--- src/rtl/adc_model_mc.sv ---
// Purpose : multi-channel behavioural ADC; trigger starts a conversion, result is a deterministic pseudo-random or full-scale code.
// Latency : trigger sampled at edge k -> done/measurement after edge k+CONV_CYCLES; continuous mode repeats every CONV_CYCLES.
// Backpres: none; triggers arriving while busy are dropped and flagged as sticky overrun.
//
// Ports:
//   clk, reset            clock; asynchronous active-high reset
//   trigger, ch_sel       start request and channel (out-of-range channel wraps to 0)
//   cont_en               round-robin continuous scan enable
//   status_clr            clears sticky valid/overrun (a coincident set wins)
//   analog_in[NUM_CH]     per-channel stand-in: 1 = full-scale, 0 = noise
//   busy, done            conversion in progress; one-cycle result pulse
//   measurement, meas_ch  last result (zero-extended) and its channel
//   status                {count[15:8], meas_ch[7:4], 0, overrun, valid, busy}
module adc_model_mc #(
    parameter int          DATA_WIDTH  = 32,
    parameter int          RES_BITS    = 12,
    parameter int          NUM_CH      = 4,
    parameter int          CONV_CYCLES = 8,
    parameter logic [15:0] LFSR_SEED   = 16'hACE1,
    localparam int         CH_W        = (NUM_CH > 1) ? $clog2(NUM_CH) : 1
) (
    input  logic                  clk,
    input  logic                  reset,
    input  logic                  trigger,
    input  logic [CH_W-1:0]       ch_sel,
    input  logic                  cont_en,
    input  logic                  status_clr,
    input  logic [NUM_CH-1:0]     analog_in,
    output logic                  busy,
    output logic                  done,
    output logic [DATA_WIDTH-1:0] measurement,
    output logic [CH_W-1:0]       meas_ch,
    output logic [DATA_WIDTH-1:0] status
);

    localparam int               CNT_W    = (CONV_CYCLES > 1) ? $clog2(CONV_CYCLES) : 1;
    localparam logic [CNT_W-1:0] CNT_LOAD = CNT_W'(CONV_CYCLES - 1);
    localparam logic [CH_W-1:0]  CH_LAST  = CH_W'(NUM_CH - 1);

    typedef enum logic {IDLE, CONV} state_t;

    state_t                state;
    state_t                state_nxt;
    logic [CNT_W-1:0]      cnt;
    logic [CH_W-1:0]       cur_ch;
    logic [15:0]           lfsr;
    logic [15:0]           lfsr_nxt;
    logic [15:0]           mixed;
    logic [RES_BITS-1:0]   result;
    logic [CH_W-1:0]       ch_start;
    logic [CH_W-1:0]       ch_inc;
    logic                  complete;
    logic                  valid;
    logic                  overrun;
    logic [7:0]            conv_cnt;
    logic                  stat_busy;

    assign complete = (state == CONV) && (cnt == '0);

    // Right-shifting Galois LFSR, tap mask 16'hB400.
    assign lfsr_nxt = {1'b0, lfsr[15:1]} ^ (lfsr[0] ? 16'hB400 : 16'h0000);

    // Result uses the LFSR value present before this edge's advance.
    assign mixed  = lfsr ^ (16'(cur_ch) * 16'h1111);
    assign result = analog_in[cur_ch] ? {RES_BITS{1'b1}} : mixed[RES_BITS-1:0];

    assign ch_start = ({1'b0, ch_sel} >= (CH_W + 1)'(NUM_CH)) ? '0 : ch_sel;
    assign ch_inc   = (cur_ch == CH_LAST) ? '0 : cur_ch + 1'b1;

    // FSM: state register
    always_ff @(posedge clk or posedge reset) begin
        if (reset) begin
            state <= IDLE;
        end else begin
            state <= state_nxt;
        end
    end

    // FSM: next state
    always_comb begin
        state_nxt = state;
        case (state)
            IDLE:    if (trigger) state_nxt = CONV;
            CONV:    if (complete && !cont_en) state_nxt = IDLE;
            default: state_nxt = IDLE;
        endcase
    end

    // FSM: outputs
    always_comb begin
        busy = (state == CONV);
    end

    // Datapath, result and status registers
    always_ff @(posedge clk or posedge reset) begin
        if (reset) begin
            lfsr        <= LFSR_SEED;
            cnt         <= '0;
            cur_ch      <= '0;
            done        <= 1'b0;
            measurement <= '0;
            meas_ch     <= '0;
            valid       <= 1'b0;
            overrun     <= 1'b0;
            conv_cnt    <= 8'd0;
            stat_busy   <= 1'b0;
        end else begin
            lfsr      <= lfsr_nxt;
            done      <= complete;
            // Status busy bit stays high through the cycle the result is presented.
            stat_busy <= (state_nxt == CONV) || complete;

            if (state == IDLE) begin
                if (trigger) begin
                    cur_ch <= ch_start;
                    cnt    <= CNT_LOAD;
                end
            end else if (cnt != '0) begin
                cnt <= cnt - 1'b1;
            end else begin
                measurement <= DATA_WIDTH'(result);
                meas_ch     <= cur_ch;
                conv_cnt    <= conv_cnt + 8'd1;
                if (cont_en) begin
                    cur_ch <= ch_inc;
                    cnt    <= CNT_LOAD;
                end
            end

            // Sticky flags: a set event in the same cycle beats status_clr.
            if (complete) begin
                valid <= 1'b1;
            end else if (status_clr) begin
                valid <= 1'b0;
            end

            if (trigger && (state == CONV)) begin
                overrun <= 1'b1;
            end else if (status_clr) begin
                overrun <= 1'b0;
            end
        end
    end

    assign status = DATA_WIDTH'({conv_cnt, 4'(meas_ch), 1'b0, overrun, valid, stat_busy});

endmodule
--- config.mk ---
export PLATFORM = sky130hd
export DESIGN_NAME = adc_model_mc
export DESIGN_NICKNAME = d
export VERILOG_FILES = /design/src/rtl/adc_model_mc.sv
export SDC_FILE = /design/constraint.sdc
export NUM_CORES = 1
export LEC_CHECK = 0
export BUFFER_PORTS_ARGS = -buffer_cell sky130_fd_sc_hd__buf_2
export CAP_MARGIN = 10
export CORE_MARGIN = 10
export CORE_UTILIZATION = 30
export DETAILED_ROUTE_END_ITERATION = 10
export GPL_TIMING_DRIVEN = 0
export HOLD_SLACK_MARGIN = 0.02
export PLACE_DENSITY = 0.65
export SYNTH_ARGS = -nofsm -noshare
export SYNTH_HDL_FRONTEND = slang
export SYNTH_SLANG_ARGS = --single-unit
--- constraint.sdc ---
create_clock -name clk -period 2.7 [get_ports clk]
set_input_delay 0.27 -clock clk [delete_from_list [all_inputs] [get_ports clk]]
set_output_delay 0.27 -clock clk [all_outputs]
set_load 0.05 [all_outputs]
# ---- Word-level counts from Yosys, hierarchy flattened
# Index checks and enable logic that the tools add are counted.
# W data, S select, Z words.
dict set report totals {
  input_bits 11
  out_inout_bits 68
  regBits 48
  wordCells 56
}
dict set report op_classes {
  bitwise_logic 4
  n_addsub 3
  magnitude_cmp 1
  n_mux 19
  n_reduce_logical 13
  multipliers 1
  n_eq_ne 4
}
# operator n
set ops {}
lappend ops {{$mux W16} 1}
lappend ops {{$xor A15 B16 Y16} 1}
lappend ops {{$mul A2 B13 Y12 const B} 1}
lappend ops {{$mux W12} 1}
lappend ops {{$mux W3} 4}
lappend ops {{$xor A12 B12 Y12} 1}
lappend ops {{$mux W2} 5}
lappend ops {{$add A8 B1 Y8 const B} 1}
lappend ops {{$mux W1} 6}
lappend ops {{$reduce_bool A2 Y1} 3}
lappend ops {{$ne A2 B2 Y1 const B} 2}
lappend ops {{$reduce_and A2 Y1} 2}
lappend ops {{$logic_and A1 B1 Y1} 3}
lappend ops {{$logic_not A3 Y1} 1}
lappend ops {{$lt A2 B3 Y1 const B} 1}
lappend ops {{$ne A3 B2 Y1 const B} 1}
lappend ops {{$reduce_and A3 Y1} 1}
lappend ops {{$reduce_bool A3 Y1} 1}
lappend ops {{$sub A3 B1 Y3 const B} 1}
lappend ops {{$add A2 B1 Y2 const B} 1}
lappend ops {{$bmux W1 S2} 1}
lappend ops {{$eq A2 B2 Y1 const B} 1}
lappend ops {{$not A1 Y1} 2}
lappend ops {{$pmux W1 S2} 1}
lappend ops {{other kinds (2)} 2}

# ---- Longest topological paths before layout
# Gate-level depths: netlist of the first run.
dict set report logic_depth {
  word_depth 6
  depth_mapped 7
  depth_no_buf 6
}

# ---- Worst setup path before layout of the first run
# OpenSTA, ideal clock, no wires.
dict set report synth_timing {
  path_type {register -> register}
  start {register state (netlist: busy)}
  end {register cur_ch[0]}
  path_buffers 1
  synth_period_minus_slack_ns 1.666
  slack_ns 1.034
  path_stages_with_launch 5
  t_arrival_ns 1.541
  path_cell_list {dfrtp_1 > buf_2 > nor2b_1 > a31oi_1 > mux2_2}
}
dict set report synth_between {
  elab_chain_cells 2
  word_cells_on_any_way 5
}
# item line_no
set synth_lines {}
lappend synth_lines {{start, declared} 42} ;# state_t state;
lappend synth_lines {{start signal, assigned} 75} ;# state <= state_nxt;
lappend synth_lines {{$ne A2 B2 Y1 (no line) / $reduce_bool A2 Y1 (equally long branches)} --}
lappend synth_lines {{$reduce_and A3 Y1 (no line)} --}
lappend synth_lines {{end signal, assigned} 115} ;# cur_ch <= ch_start;
lappend synth_lines {{end signal, assigned} 125} ;# cur_ch <= ch_inc;
lappend synth_lines {{end, declared} 45} ;# logic [CH_W-1:0] cur_ch;
# Several ways; a longest one is shown, not always the timed one.
# A chain may end at the register's enable or synchronous reset.

# ---- Worst setup path in the final report of the first run
dict set report layout_timing {
  start {register cnt[0]}
  end {register cur_ch[1]}
}
dict set report layout_between {
  elab_chain_cells 3
}
# item line_no
set layout_lines {}
lappend layout_lines {{start, declared} 44} ;# logic [CNT_W-1:0] cnt;
lappend layout_lines {{start signal, assigned} 119} ;# cnt <= cnt - 1'b1;
lappend layout_lines {{$reduce_bool A3 Y1} 118} ;# end else if (cnt != '0) begin
lappend layout_lines {{$ne A2 B2 Y1 (no line)} --}
lappend layout_lines {{$reduce_and A3 Y1 (no line)} --}
# Every way passes these cells.

==> metrics.txt, run 1 <==
vias 1,474; ANT nets after route 0; Power Total 3.21 mW; first-pass GRT wire length approximately 7.4 mm; postcts setup bufs 0; Total GRT Usage 8.34%; I/O pins 79; H-tree level count 2; Die Wd 107 um; top cell type by total area after synthesis dfrtp_1; Final setup viols 0; crit-path max FO 4; routed wire length ~4.8 mm; Max clock buf depth 2; vias in the first global route 1,396; Cells after Synth between 200 and 250; global route overflow 0; Core Area between 7000 and 8000 um^2; Period Utilization, post-route 60.3%; Synth top area share 44.4%; most area-consuming cells after synthesis dfrtp_1 (44%), buf_4 (15%), dfstp_2 (9.3%); met3 WL 424 um; P_leak 1.50 nW; Fin Setup TNS 0 ps; slowest CP cell dfrtp_1; WP data required 2890 ps; CTS Buf Count 5; syn avg cell area about 11 um^2; area grow syn2layout 27.4%; TritonCTS clock tree done; clock slew at reported path FFs ~80 ps; sum of routed wire segments on met1 2.00 mm; NumNets Final 303; Seq/Total Area, Yosys 53.7%; clk_lat worst skew 300 ps; PortBufs 39; Crit. End Element flop; synthesized flop and latch total 48; largest net degree at the start of global routing 37; num rows 31; Startpoint Class flop; Final Hold Vio Count 0; Initial Util 30.9%; Min-Delay Path Class in -> reg; number of fill cells ~740; RePlAce Congestion 0.705; DP Wirelength 3.73 mm; clock skew about 12 ps; worst-path cell chain inv_1 -> ha_1 -> nor2b_1 -> a31oi_1 -> mux2_2; CTS sink count 48; Final min period 1630 ps; arrival time at the worst endpoint 1810 ps; WHS 172 ps; Cell variety after synth 29; crit path kind reg -> reg; Setup WS post-layout 1070 ps; antenna violations before repair 0; DR iter-0 viols 28; vias per inst 3.80; Pwr Density around 1100 nW/um^2; pre-CTS setup slack between 1000 and 1500 ps; DRC errors left 0; RSZ-0062 raised after global routing no; share of cells above drive strength 1 40.5%; post-synth design cell area 2250 um^2; first-pass iteration count of the detailed router 4; worst vdd ir 0.336 mV; Synth Warn # 0; CTS Root Cell clkbuf_8; WL per Instance 12.3 um; Die ar. 11,400 um^2; DR WL met2 2.29 mm; Max Fclk between 600 and 700 MHz; Die Ht 107 um; CP max stage delay 390 ps; top routing layer used met4; outcome complete, no violations; ANT cells 0; Max-cap violations 0; Max Slew Vio Count 0
Yosys cell counts (all sizes together):
master  instances
ha              4
dfstp           8
nand4           3
and3            1
xnor2          10
dfrtp          40
buf            48
mux2i           3
nand2          14
nor2           22
a21oi           1
nand3b          1
a31oi           7
inv             6
mux2            6
mux4            1
o211ai          1
clkbuf          2
nor3            9
o21ai           2
xor2            6
nand3           1
conb            1
or2             1
o21a            2
nor2b           2
sequential cells by signal, summed over array words and instances, names as in the netlist, 2 cells and up:
name,cells
cnt,3
conv_cnt,8
cur_ch,2
lfsr,16
meas_ch,2
measurement,12
cells in the final DEF, fill, tap and decap left out:
master,n
dfrtp_1,40
xnor2_1,10
a31oi_1,7
buf_2,42
nor3_1,9
a21oi_1,1
o211ai_1,1
and3_1,1
o21ai_0,2
nand3b_2,1
nor2_1,22
nor2b_1,2
or2_2,1
buf_12,1
dfstp_2,8
xor2_1,6
ha_1,4
nand4_1,3
buf_4,44
inv_2,2
mux2_2,6
dlygate4sd3_1,1
mux2i_1,3
nand3_1,1
o21a_1,2
bufinv_16,1
mux4_2,1
nand2_1,14
conb_1,39
inv_1,4
clkbuf_8,9
buf_6,1
power by group:
group / switching (mW) / internal [mW] / leakage, nW
sequential: 0.121 / 0.905 / 0.568
clock: 0.234 / 0.327 / 0.0645
combinational: 1.13 / 0.502 / 0.865
path summary, 6_finish.rpt:
check	start	end	slack, ps	cells after the start
setup / recovery	cnt[0]$_DFFE_PP0P_	cur_ch[1]$_DFFE_PP0P_	1070	5
hold / removal	status_clr	overrun$_DFFE_PP0P_	170	2
setup reg to reg	cnt[0]$_DFFE_PP0P_	cur_ch[1]$_DFFE_PP0P_	1070	5
hold reg to reg	lfsr[12]$_DFF_PP0_	lfsr[11]$_DFF_PP1_	370	0
max in group asynchronous	reset	lfsr[13]$_DFF_PP1_	1690	4
min in group asynchronous	reset	conv_cnt[7]$_DFFE_PP0P_	460	3
cell type report:
type,instances,area [um^2],area share [%]
flip-flops and latches,48,1210,42.2
multi-input cells,136,778,27.1
plain buffers,50,384,13.4
repair buffers,41,225,7.84
well taps,99,124,4.31
clock buffers,7,96.3,3.36
clock inverters,1,30.0,1.05
inverters,6,22.5,0.784
through the flow:
| step | utilization (%) | area, um^2 | std cells |
|---|---|---|---|
| after global routing | 39.4 | 2870 | 388 |
| after global placement | 37.2 | 2720 | 378 |
| final | 39.4 | 2870 | 388 |
| after CTS | 39.4 | 2870 | 388 |
| after floorplan | - | 2400 | 240 |
| after detailed placement | 37.5 | 2740 | 379 |
worst max-delay path, delay by kind of cell, from the launching register on:
family / cells / cell delay (ps)
flops: 1 / 390
simple gates: 1 / 160
mux: 1 / 370
compound gates: 1 / 300
buf+inv: 1 / 70
fa+ha+maj: 1 / 230
logic make-up (layout without fill, tap and decap cells):
group	after synthesis	after routing	synth area share [%]
buffers and inverters	56	105	18.0
and+or+nand+nor	54	54	10.7
DFF	48	48	53.7
xor gates and xnor gates	16	16	6.22
AOI/OAI and AO/OA	13	13	3.61
muxes	10	10	5.33
adders and majority gates	4	4	2.22
other	1	39	0.166
what timing repair did:
action	in CTS	in global routing
resized for setup	0	0
hold buffers	1	0
hold endpoints to repair	12	0
routing by layer:
metal | up-vias | GRT usage [%]
li1 | 742 | -
met1 | 681 | 9.53
met2 | 45 | 12.9
met3 | 6 | 4.43
met4 | 0 | 3.19
met5 | - | 0
Power figures use the tool's default switching activity.
==> run 2: changes to the inputs <==
clock period = 1.7 ns   (was 2.7 ns; I/O delays follow)
==> metrics.txt, run 2 (synthesis results as in run 1) <==
outcome complete, no violations; clock skew 12.4 ps (+0.477 ps); Top reg by flops lfsr; largest net degree at the start of global routing 37 (unchanged); Max-cap violations 0 (unchanged); WL per Instance 12.4 um (+0.42%); Total GRT Usage 8.34% (unchanged); crit-path max FO 4 (unchanged); Core Area 7290 um^2 (unchanged); TritonCTS clock tree done; max FFs per register 16 (unchanged); Crit. End Element flop; Max Fclk 623 MHz (+1.4%); vias in the first global route 1,396 (unchanged); commonest non-fill, non-tap cell in the layout buf_4; DRC errors left 0 (unchanged); CTS Root Cell clkbuf_8; Final Hold Vio Count 0 (unchanged); vias per inst 3.78 (-0.41%); Initial Util 30.9% (unchanged); most frequent cells in the layout buf_4 (44), buf_2 (40), dfrtp_1 (40), conb_1 (39), nor2_1 (22); ANT cells 0 (unchanged); Startpoint Class flop; H-tree level count 2 (unchanged); Final setup viols 0 (unchanged); RePlAce Congestion 0.705 (unchanged); I/O pins 79 (unchanged); clock slew at reported path FFs 80 ps (about the same); DP Wirelength 3.73 mm (unchanged); Min-Delay Path Class in -> reg; RSZ-0062 raised after global routing no; Setup WS post-layout 95.5 ps (-978 ps); first-pass GRT wire length 7.42 mm (unchanged); Die Ht 107 um (unchanged); CTS sink count 48 (unchanged); postcts setup bufs 0 (unchanged); DR iter-0 viols 38 (+36%); Die ar. 11,400 um^2 (unchanged); Max Slew Vio Count 0 (unchanged); ANT nets after route 0 (unchanged); Pwr Density 1780 nW/um^2 (+59%); P_leak 1.51 nW (+0.60%); Max clock buf depth 2 (unchanged); Largest regs lfsr: 16 flops, measurement: 12 flops, conv_cnt: 8 flops; global route overflow 0 (unchanged); Final min period 1600 ps (-22.3 ps); num rows 31 (unchanged); CTS Buf Count 5 (unchanged); Die Wd 107 um (unchanged); worst vdd ir 0.542 mV (+61%); Period Utilization, post-route 94.4% (+34 points); final core utilization 39.7% (+0.27 points); NumNets Final 303 (unchanged); area grow syn2layout 28.3%; antenna violations before repair 0 (unchanged); crit path kind reg -> reg; WP data required 1890 ps (-1000 ps); routed wire length 4.80 mm (+0.42%); share of cells above drive strength 1 40.8% (+0.35 points); pre-CTS setup slack 82.2 ps (-1000 ps); clk_lat worst skew 300 ps (about the same); arrival time at the worst endpoint 1790 ps (-20 ps); first-pass iteration count of the detailed router 4 (unchanged); PortBufs 39 (unchanged); vias 1,468 (-0.41%)
-- run 2: routing by layer --
layer	GRT usage, %	wire, um	vias to the layer above
met3	4.43	433	6
met2	12.9	2320	47
li1	-	-	744
met4	3.19	72	0
met1	9.53	1980	671
met5	0	0	-
-- run 2: worst max-delay path, stage by stage (launching register included) --
cell and delay, ps:
dfrtp_1 390, inv_1 70, ha_1 250, nor2b_1 170, a31oi_2 260, mux2_2 360
-- run 2: worst paths after layout --
kind	from	to	slack, ps	cells after the start
setup / recovery	cnt[0]$_DFFE_PP0P_	cur_ch[1]$_DFFE_PP0P_	100	5
hold / removal	status_clr	overrun$_DFFE_PP0P_	80	2
setup reg to reg	cnt[0]$_DFFE_PP0P_	cur_ch[1]$_DFFE_PP0P_	100	5
hold reg to reg	lfsr[12]$_DFF_PP0_	lfsr[11]$_DFF_PP1_	370	0
max in group asynchronous	reset	lfsr[13]$_DFF_PP1_	780	4
min in group asynchronous	reset	conv_cnt[7]$_DFFE_PP0P_	360	3
-- run 2: stage by stage --
stage | setup TNS, ps | instance area (um^2) | std cells | hold WS [ps] | power [mW]
after global routing | 0 | 2890 | 388 | 87.3 | 5.45
final | 0 | 2890 | 388 | 80.7 | 5.13
after CTS | 0 | 2870 | 388 | 60.2 | 5.17
after floorplan | 0 | 2400 | 240 | 266 | 3.71
after detailed placement | 0 | 2740 | 379 | 133 | 4.26
after global placement | -7540 | 2720 | 378 | 336 | 4.21
-- run 2: power by group --
| part | total, mW | switching, mW | internal, mW |
|---|---|---|---|
| registers | 1.63 | 0.196 | 1.44 |
| clock network | 0.890 | 0.371 | 0.519 |
| logic | 2.61 | 1.79 | 0.817 |
| total | 5.13 | 2.36 | 2.77 |
-- run 2: final cells by class --
cell class                 count  area [um^2]
buffer                        50          389
clock buffer                   7         96.3
clock inverter                 1         30.0
fill                         738         4400
inverter                       6         22.5
multi-input combinational    136          793
sequential                    48         1210
tap                           99          124
timing repair buffer          41          225
-- run 2: repair_timing --
action                     CTS  global route
setup endpoints to repair    0             6
resized for setup            0             4
hold endpoints to repair    12             0
hold buffers                 1             0
==> run 3: changes to the inputs <==
PLACE_DENSITY = 0.55   (was 0.65)
==> metrics.txt, run 3 (synthesis results as in run 1) <==
outcome complete, no violations; worst hold path depth 2 (unchanged); Period Utilization, post-route 94.9% (+0.56 points); Worst R2R Setup Slack 90 ps (about the same); I/O pins 79 (unchanged); Startpoint Class flop; clock skew 9.73 ps (-2.70 ps); DP Wirelength 3.73 mm (-0.13%); worst vdd ir 0.427 mV (-21%); CTS sink count 48 (unchanged); max FFs per register 16 (unchanged); final core utilization 39.5% (-0.12 points); crit path kind reg -> reg; register area 1210 um^2 (unchanged); Pwr Density 1790 nW/um^2 (+0.77%); postcts setup bufs 0 (unchanged); num rows 31 (unchanged); crit-path max FO 4 (unchanged); Min-Delay Path Class in -> reg; WL per Instance 12.3 um (-0.94%); reg2reg start cnt[0]$_DFFE_PP0P_; arrival time at the worst endpoint 1800 ps (about the same); vias per inst 3.82 (+1.0%); Initial Util 30.9% (unchanged); Core Area 7290 um^2 (unchanged); DRC errors left 0 (unchanged); CTS Root Cell clkbuf_8; antenna violations before repair 0 (unchanged); ANT nets after route 0 (unchanged); clk_lat worst skew 300 ps (about the same); first-pass iteration count of the detailed router 3 (-1); Final setup viols 0 (unchanged); area of the multi-input gates 778 um^2 (-1.9%); first-pass GRT wire length 7.66 mm (+3.3%); area grow syn2layout 27.9%; Top reg by flops lfsr; CP startpoint cnt[0]$_DFFE_PP0P_; Die ar. 11,400 um^2 (unchanged); RePlAce Congestion 0.726 (+2.9%); Die Ht 107 um (unchanged); most frequent cells in the layout buf_4 (44), buf_2 (40), dfrtp_1 (40), conb_1 (39), nor2_1 (22); Largest regs lfsr: 16 flops, measurement: 12 flops, conv_cnt: 8 flops; CTS Buf Count 5 (unchanged); Max-cap violations 0 (unchanged); Final min period 1610 ps (+9.49 ps); ANT cells 0 (unchanged); Max Fclk 620 MHz (-0.59%); Crit. End Element flop; Max Slew Vio Count 0 (unchanged); critical path capture point cur_ch[0]$_DFFE_PP0P_; P_leak 1.50 nW (-0.45%); vias 1,483 (+1.0%); share of cells above drive strength 1 40.1% (-0.69 points); DR iter-0 viols 37 (-2.6%); clock slew at reported path FFs 80 ps (about the same); NumNets Final 303 (unchanged); routed wire length 4.76 mm (-0.94%); Die Wd 107 um (unchanged); Power Total 5.16 mW (+0.46%); H-tree level count 2 (unchanged); vias in the first global route 1,473 (+5.5%); WP data required 1890 ps (about the same); Max clock buf depth 2 (unchanged); Total GRT Usage 8.39% (+0.050 points); number of fill cells 766 (+3.8%); reg2reg path depth 5 (unchanged); r2r endpoint cur_ch[0]$_DFFE_PP0P_; commonest non-fill, non-tap cell in the layout buf_4; TritonCTS clock tree done; PortBufs 39 (unchanged); Final Hold Vio Count 0 (unchanged); RSZ-0062 raised after global routing yes; global route overflow 0 (unchanged); largest net degree at the start of global routing 39 (+5.4%)
==> run 3: cell count changes in the layout (fill, tap and decap cells not counted), sizes merged <==
cell | before | now
clkbuf | 11 | 10
bufinv | 1 | 2
==> run 3: worst max-delay path, cell delays in order (launching register included) <==
cell and delay [ps]:
dfrtp_1 390, inv_1 70, ha_1 230, nor2b_1 150, a31oi_1 300, mux2_2 370
==> run 3: cell type report <==
| type | count | share of cell area, % |
|---|---|---|
| sequential | 48 | 42.0 |
| multi-input combinational | 136 | 27.0 |
| buffer | 50 | 13.5 |
| timing repair buffer | 41 | 7.81 |
| tap | 99 | 4.30 |
| clock buffer | 6 | 2.52 |
| clock inverter | 2 | 2.08 |
| inverter | 6 | 0.781 |
==> run 3: worst min path at each step <==
stage	start	end
5_1_grt	status_clr	valid$_DFFE_PP0P_
4_1_cts	status_clr	valid$_DFFE_PP0P_
2_1_floorplan	status_clr	valid$_DFFE_PP0P_
3_5_place_dp	reset	conv_cnt[7]$_DFFE_PP0P_
3_3_place_gp	lfsr[12]$_DFF_PP0_	lfsr[11]$_DFF_PP1_
6_report	status_clr	valid$_DFFE_PP0P_
==> run 3: what timing repair did <==
action	4_1_cts	5_1_grt
hold buffers	1	0
endpoints found under the setup margin	0	9
endpoints found under the hold margin	10	0
gates resized for setup	0	2
==> run 3: power by group <==
part,internal [mW],switching [mW],total (mW)
registers,1.44,0.188,1.62
clock network,0.588,0.377,0.965
logic,0.803,1.77,2.57
total,2.83,2.33,5.16
==> run 3: per-stage QoR <==
step | setup WS (ps) | hold slack, ps | area, um^2 | std cells | setup TNS [ps]
after detailed placement | 84.1 | 122 | 2740 | 379 | 0
after CTS | 57.8 | 58.3 | 2880 | 388 | 0
after global placement | -273 | 336 | 2720 | 378 | -10830
after global routing | -16.9 | 69.6 | 2880 | 388 | -16.9
after floorplan | 33.8 | 266 | 2400 | 240 | 0
final | 86.0 | 66.0 | 2880 | 388 | 0
==> run 3: layer usage <==
metal	GRT usage, %	wire length [um]	up-vias
li1	-	-	741
met1	8.70	1950	691
met2	14.2	2320	43
met3	4.07	396	8
met4	3.58	90	0
met5	0	0	-
